===== config.mk =====
export PLATFORM = sky130hd
export DESIGN_NAME = traffic_sensor_frontend
export DESIGN_NICKNAME = d
export VERILOG_FILES = /design/src/rtl/traffic_pkg.sv /design/src/rtl/sensor_debounce.sv /design/src/rtl/traffic_sensor_frontend.sv
export SDC_FILE = /design/constraint.sdc
export NUM_CORES = 1
export LEC_CHECK = 0
export CAP_MARGIN = 5
export CORE_UTILIZATION = 60
export CTS_BUF_LIST = sky130_fd_sc_hd__clkbuf_8
export DETAILED_ROUTE_END_ITERATION = 10
export HOLD_SLACK_MARGIN = 0.03
export PLACE_DENSITY = 0.79
export REMOVE_ABC_BUFFERS = 1
export SLEW_MARGIN = 20
export SYNTH_ARGS = -nofsm -noshare
export SYNTH_HDL_FRONTEND = slang
export SYNTH_SLANG_ARGS = --single-unit

===== constraint.sdc =====
create_clock -name clk_50M -period 3.6 [get_ports clk_50M]
set_input_delay 0.54 -clock clk_50M [delete_from_list [all_inputs] [get_ports clk_50M]]
set_output_delay 0.54 -clock clk_50M [all_outputs]
set_load 0.05 [all_outputs]

===== src/rtl/traffic_pkg.sv =====
// Shared definitions for the vehicle-sensor front end and the controller that
// decodes sensor_combo.
package traffic_pkg;
  typedef enum logic [1:0] {ST_LO, CHK_HI, ST_HI, CHK_LO} deb_state_t;

  localparam int SENSOR_A_BIT = 1;
  localparam int SENSOR_B_BIT = 0;
  localparam int NUM_CH       = 4;
endpackage


===== src/rtl/sensor_debounce.sv =====
// One sensor channel: a 2-flop synchroniser feeding a 4-state debounce FSM.
// The debounced level changes only after the synchronised input has held a new value long enough.
module sensor_debounce
  import traffic_pkg::*;
#(
  parameter int DEB_CYCLES = 1000000
) (
  input  logic clk_50M,
  input  logic reset_btn,
  input  logic raw,
  output logic deb
);
  localparam int CW = (DEB_CYCLES > 2) ? $clog2(DEB_CYCLES) : 1;

  logic [1:0]    sync;
  logic          s;
  deb_state_t    state, state_n;
  logic [CW-1:0] cnt, cnt_n, cnt_inc;
  logic          done;

  always_ff @(posedge clk_50M or negedge reset_btn) begin
    if (!reset_btn) begin
      sync  <= '0;
      state <= ST_LO;
      cnt   <= '0;
    end else begin
      sync  <= {sync[0], raw};
      state <= state_n;
      cnt   <= cnt_n;
    end
  end

  assign s       = sync[1];
  assign cnt_inc = cnt + CW'(1);
  // The entry cycle counts as the first stable cycle, so the switch happens
  // once the incremented count reaches DEB_CYCLES-1.
  assign done    = (cnt_inc == CW'(DEB_CYCLES - 1));

  always_comb begin
    state_n = state;
    cnt_n   = cnt;
    unique case (state)
      ST_LO:  if (s) begin state_n = CHK_HI; cnt_n = '0; end
      CHK_HI: if (!s)       state_n = ST_LO;
              else if (done) state_n = ST_HI;
              else           cnt_n   = cnt_inc;
      ST_HI:  if (!s) begin state_n = CHK_LO; cnt_n = '0; end
      CHK_LO: if (s)        state_n = ST_HI;
              else if (done) state_n = ST_LO;
              else           cnt_n   = cnt_inc;
      default: state_n = ST_LO;
    endcase
  end

  assign deb = (state == ST_HI) || (state == CHK_LO);
endmodule


===== src/rtl/traffic_sensor_frontend.sv =====
// Receive side of the vehicle-sensor interface: debounced presence, latched
// per-road service requests and saturating arrival counters.
module traffic_sensor_frontend
  import traffic_pkg::*;
#(
  parameter int DEB_CYCLES = 1000000,
  parameter int CNT_W      = 8
) (
  input  logic             clk_50M,
  input  logic             reset_btn,
  input  logic             AS1,
  input  logic             AS2,
  input  logic             BS1,
  input  logic             BS2,
  input  logic             serve_a,
  input  logic             serve_b,
  input  logic             cnt_clr,
  output logic             a_present,
  output logic             b_present,
  output logic [1:0]       sensor_combo,
  output logic [CNT_W-1:0] a_arrivals,
  output logic [CNT_W-1:0] b_arrivals
);
  logic [NUM_CH-1:0] raw, deb;
  logic              a_req, b_req, a_prev, b_prev;

  assign raw = {BS2, BS1, AS2, AS1};

  for (genvar i = 0; i < NUM_CH; i++) begin : g_ch
    sensor_debounce #(.DEB_CYCLES(DEB_CYCLES)) u_deb (
      .clk_50M   (clk_50M),
      .reset_btn (reset_btn),
      .raw       (raw[i]),
      .deb       (deb[i])
    );
  end

  always_ff @(posedge clk_50M or negedge reset_btn) begin
    if (!reset_btn) begin
      a_present  <= 1'b0;
      b_present  <= 1'b0;
      a_prev     <= 1'b0;
      b_prev     <= 1'b0;
      a_req      <= 1'b0;
      b_req      <= 1'b0;
      a_arrivals <= '0;
      b_arrivals <= '0;
    end else begin
      a_present <= deb[0] | deb[1];
      b_present <= deb[2] | deb[3];
      a_prev    <= a_present;
      b_prev    <= b_present;
      // Presence in the same cycle as serve re-arms the request.
      a_req     <= a_present | (a_req & ~serve_a);
      b_req     <= b_present | (b_req & ~serve_b);
      if (cnt_clr)
        a_arrivals <= '0;
      else if (a_present && !a_prev && (a_arrivals != '1))
        a_arrivals <= a_arrivals + CNT_W'(1);
      if (cnt_clr)
        b_arrivals <= '0;
      else if (b_present && !b_prev && (b_arrivals != '1))
        b_arrivals <= b_arrivals + CNT_W'(1);
    end
  end

  assign sensor_combo[SENSOR_A_BIT] = a_req;
  assign sensor_combo[SENSOR_B_BIT] = b_req;
endmodule

==> results by group, run 1 <==
Routing
  – Overall via count from detail_route: 6,252
  – DRT Pass-1 Iters: 6
  – Vias per Instance: about 6.5
  – Routed WL per cell: around 16 um
  – DRT antenna net count: 0
  – Remaining DRCs: 0
  – Drt total wl: 15,830 um
  – DR iter-0 viols: ~650

Logic synthesis
  – Synth warnings: 0
  – Syn Area/Cell: 8.981 sq um
  – Post-synth cell types: between 80 and 90
  – Post-Syn Instances: just over 800
  – Async SR Flop Fraction: 100.0%
  – Biggest area consumer among synthesized cells: dfrtp_1
  – Synthesized flop and latch total: 118
  – Top_reg_cell synth: dfrtp_1
  – Area share of the largest cell type after synthesis: around 41%
  – Cell Area, Synth: about 7200 sq um
  – Post-synthesis sequential area ratio: roughly two fifths
  – EDFF count, synth: 0
  – Largest cells by area after synthesis: dfrtp_1, nand2_1, nand3_1, nor2_1, nand4_1

Clock network
  – CTS tree: yes
  – Total clock sinks: about 120
  – Htree depth: 4
  – Post-CTS sizing: 0
  – Clock Tree Root: clkbuf_8
  – Clock slew at reported path FFs: about 0.080 ns
  – Num CTS Buffers: 17
  – CTS Hold Bufs: 0
  – Setup Buffers After CTS: 0
  – Clk buf depth: 2
  – Worst-Skew Late Latency: approximately 0.46 ns

Floorplanning
  – CORE AREA: 11,560 sq um
  – Die Width: around 110 um
  – Initial Utilization: 62.51%
  – Die Ht: 111.8 um
  – Die ar.: between 10,000 and 15,000 sq um
  – Row count: 39
  – # IOs: 29

STA
  – Final worst path period share: ~90%
  – Final hold vios: 0
  – RSZ-0062 raised after global routing: no
  – Final setup fails: 0
  – Slew HR: a little under a third
  – Setup TNS: 0 ns
  – Fmax: just over 300 MHz
  – Final min period: between 3 and 4 ns
  – Tightest Pin Transition: 1.035 ns
  – Clock skew: around 0.018 ns
  – Max-slew violation count: 0

Worst setup path
  – Slowest-stage cell, CP: o2111ai_1
  – Critical path class: flip-flop to flip-flop
  – Worst path cell trace: ha_1, nand3_1, nor2_1, and3_1, mux2i_1, o2111ai_1, a31oi_1, a221o_1
  – Critical Path End Type: flip-flop
  – Worst setup SP type: flip-flop
  – WP data required: 3.93 ns
  – Reg-to-reg critical path endpoint: g_ch[3].u_deb.cnt[16]
  – Reg2reg setup slack: ~0.37 ns
  – Max FO, Critical Path: 12
  – Max incr delay on CP: just over 0.8 ns
  – Worst reg2reg path startpoint: g_ch[3].u_deb.cnt[0]
  – R2r worst-path depth: 8
  – Arrival time at the worst endpoint: ~3.6 ns

Cells and area
  – ANT cells: 0
  – Filler instances: about 900
  – Sequential cell area: 2953 sq um
  – Cell Count, Final, Fillers Out: 965
  – Final nets: 828
  – Multi-input gate area: 3953 sq um
  – Layout Utilization: between 60 and 70%
  – Layout cells sized above 1: 9.976%
  – Layout area overhead: 10.26%

Flow run
  – Max-cap check violation count: 0

Global route
  – Global-route wire length before repair: between 20,000 and 30,000 um
  – Vias in the first global route: 6,097
  – Largest net degree at the start of global routing: 70
  – Total gr overflow: 0
  – Initial antenna violation count: 0
  – Total GRT Usage: about 27%

Placement
  – Placer Congestion: between 0.9 and 1
  – PortBufs: 28
  – Dpl cells: around 930
  – Dpl hpwl: around 11,000 um

Power and ir drop
  – LEAKAGE: 3.409 nW
  – PwrDens: between 300 and 400 nW/um^2
  – Worst vdd ir: between 0.3 and 0.4 mV

Worst hold path
  – Worst Hold Class: primary input to async pin

Outcome
  – Outcome: completed
[metrics by stage]
stage | setup slack, ns | total power, mW | instance area, sq um | hold WS (ns)
floorplan | 0.8881 | 1.612 | 6962 | 0.2444
global placement | 0.6329 | 1.698 | 7501 | 0.3318
detailed placement | 0.4865 | 1.717 | 7501 | 0.3365
CTS | 0.4465 | 3.127 | 7964 | 0.2157
global route | 0.1201 | 3.229 | 7971 | 0.2601
finish | 0.3659 | 3.111 | 7971 | 0.1750
[logic make-up (layout without fill, tap and decap cells)]
family,Yosys count,in the layout,synth area share [%]
adder cells (fa/ha/maj),10,10,1.731
AND/OR/NAND/NOR,384,384,28.80
XOR/XNOR,22,22,2.665
multiplexers,28,28,4.084
AO/OA/AOI/OAI,170,170,17.08
buffers and inverters,73,90,4.794
flip-flops,118,118,40.84
[cell usage in the layout, fill, tap and decap left out, types with 5 or more instances in the layout]
cell type and count:
clkbuf_8 17, nor3b_1 8, o21ai_0 25, a21oi_1 33
and2_1 6, nand4_1 29, nor4_1 13, and4_1 9
nand2_1 98, a211o_1 6, clkinv_4 5, buf_4 10
o2bb2ai_1 13, mux2i_1 16, nor2_1 53, nor4b_1 7
bufinv_16 5, a31oi_1 12, mux2_2 12, and3_1 21
nor2b_1 5, a22o_1 19, nor3_1 35, nand4b_1 6
clkdlybuf4s50_1 27, or4_1 5, or3_1 10, inv_1 20
ha_1 10, nand3_1 45, dfrtp_1 118, nand2b_1 6
a21o_1 12, xor2_1 15
[worst max path at each step]
stage / startpoint / to / slack [ns] / depth (start not counted)
after floorplan: g_ch[2].u_deb.cnt[0] / g_ch[2].u_deb.cnt[2] / 0.89 / 8
after global placement: g_ch[3].u_deb.cnt[1] / g_ch[3].u_deb.cnt[16] / 0.63 / 8
after detailed placement: g_ch[3].u_deb.cnt[1] / g_ch[3].u_deb.cnt[14] / 0.49 / 8
after CTS: g_ch[3].u_deb.cnt[0] / g_ch[3].u_deb.cnt[14] / 0.45 / 8
after global routing: g_ch[3].u_deb.cnt[0] / g_ch[3].u_deb.cnt[14] / 0.12 / 8
final: g_ch[3].u_deb.cnt[0] / g_ch[3].u_deb.cnt[16] / 0.37 / 8
[layer usage]
metal,track usage (%),part of all wire [%],routed length [um]
met5,0,0,0
met4,11.35,1.6,256
met3,6.369,4.9,768
met2,43.89,48,7586
met1,35.07,46,7223
[synthesized netlist by cell type, drive strengths merged, types with 11 or more instances]
library cell,count
a21o,12
a21oi,33
a22o,20
a31oi,12
and3,21
buf,26
clkbuf,25
dfrtp,118
inv,20
mux2,12
mux2i,16
nand2,99
nand3,46
nand4,30
nor2,53
nor3,35
nor4,15
o21ai,26
o2bb2ai,13
or3,11
xor2,15
[report_power, final]
group,total (mW),switching [mW],internal (mW)
Sequential,1.47,0.0981,1.37
Combinational,0.227,0.137,0.0897
Clock,1.41,0.587,0.827
Total,3.11,0.822,2.29
[flip-flops by register name, summed over array words and instances (netlist names), 4 cells and up, named ones only]
register / cells
g_ch.u_deb.state: 4
b_arrivals: 8
a_arrivals: 8
g_ch.u_deb.cnt: 80
g_ch.u_deb.sync: 8
[final cells by class]
cell class | instances | area share [%]
Multi-Input combinational cell | 614 | 49.58
Clock buffer | 17 | 2.935
Inverter | 21 | 0.9889
Tap cell | 143 | 2.245
Sequential cell | 118 | 37.04
Timing Repair Buffer | 37 | 4.332
Clock inverter | 15 | 2.872
[critical path: cells and delay by family, from the launching register on]
kind | cells | cell delay, ns
compound gates | 3 | 1.30
fa+ha+maj | 1 | 0.32
flops | 1 | 0.45
mux | 1 | 0.09
simple gates | 3 | 0.95
(Power assumes the default switching activity.)
==> inputs of run 2 (changes only) <==
--- a/config.mk
+++ b/config.mk
@@ -8,10 +8,12 @@
 export CAP_MARGIN = 5
 export CORE_UTILIZATION = 60
 export CTS_BUF_LIST = sky130_fd_sc_hd__clkbuf_8
+export CTS_CLUSTER_SIZE = 40
 export DETAILED_ROUTE_END_ITERATION = 10
 export HOLD_SLACK_MARGIN = 0.03
 export PLACE_DENSITY = 0.79
 export REMOVE_ABC_BUFFERS = 1
+export SKIP_CTS_REPAIR_TIMING = 1
 export SLEW_MARGIN = 20
 export SYNTH_ARGS = -nofsm -noshare
 export SYNTH_HDL_FRONTEND = slang
==> results of run 2 <==
Same layout as run 1: the final DEF is identical, and so are final timing and power.
==> inputs of run 3 (changes only) <==
--- a/config.mk
+++ b/config.mk
@@ -5,6 +5,7 @@
 export SDC_FILE = /design/constraint.sdc
 export NUM_CORES = 1
 export LEC_CHECK = 0
+export ABC_CLOCK_PERIOD_IN_PS = 3600
 export CAP_MARGIN = 5
 export CORE_UTILIZATION = 60
 export CTS_BUF_LIST = sky130_fd_sc_hd__clkbuf_8
==> results of run 3 <==
Same layout as run 1: the final DEF is identical, and so are final timing and power.
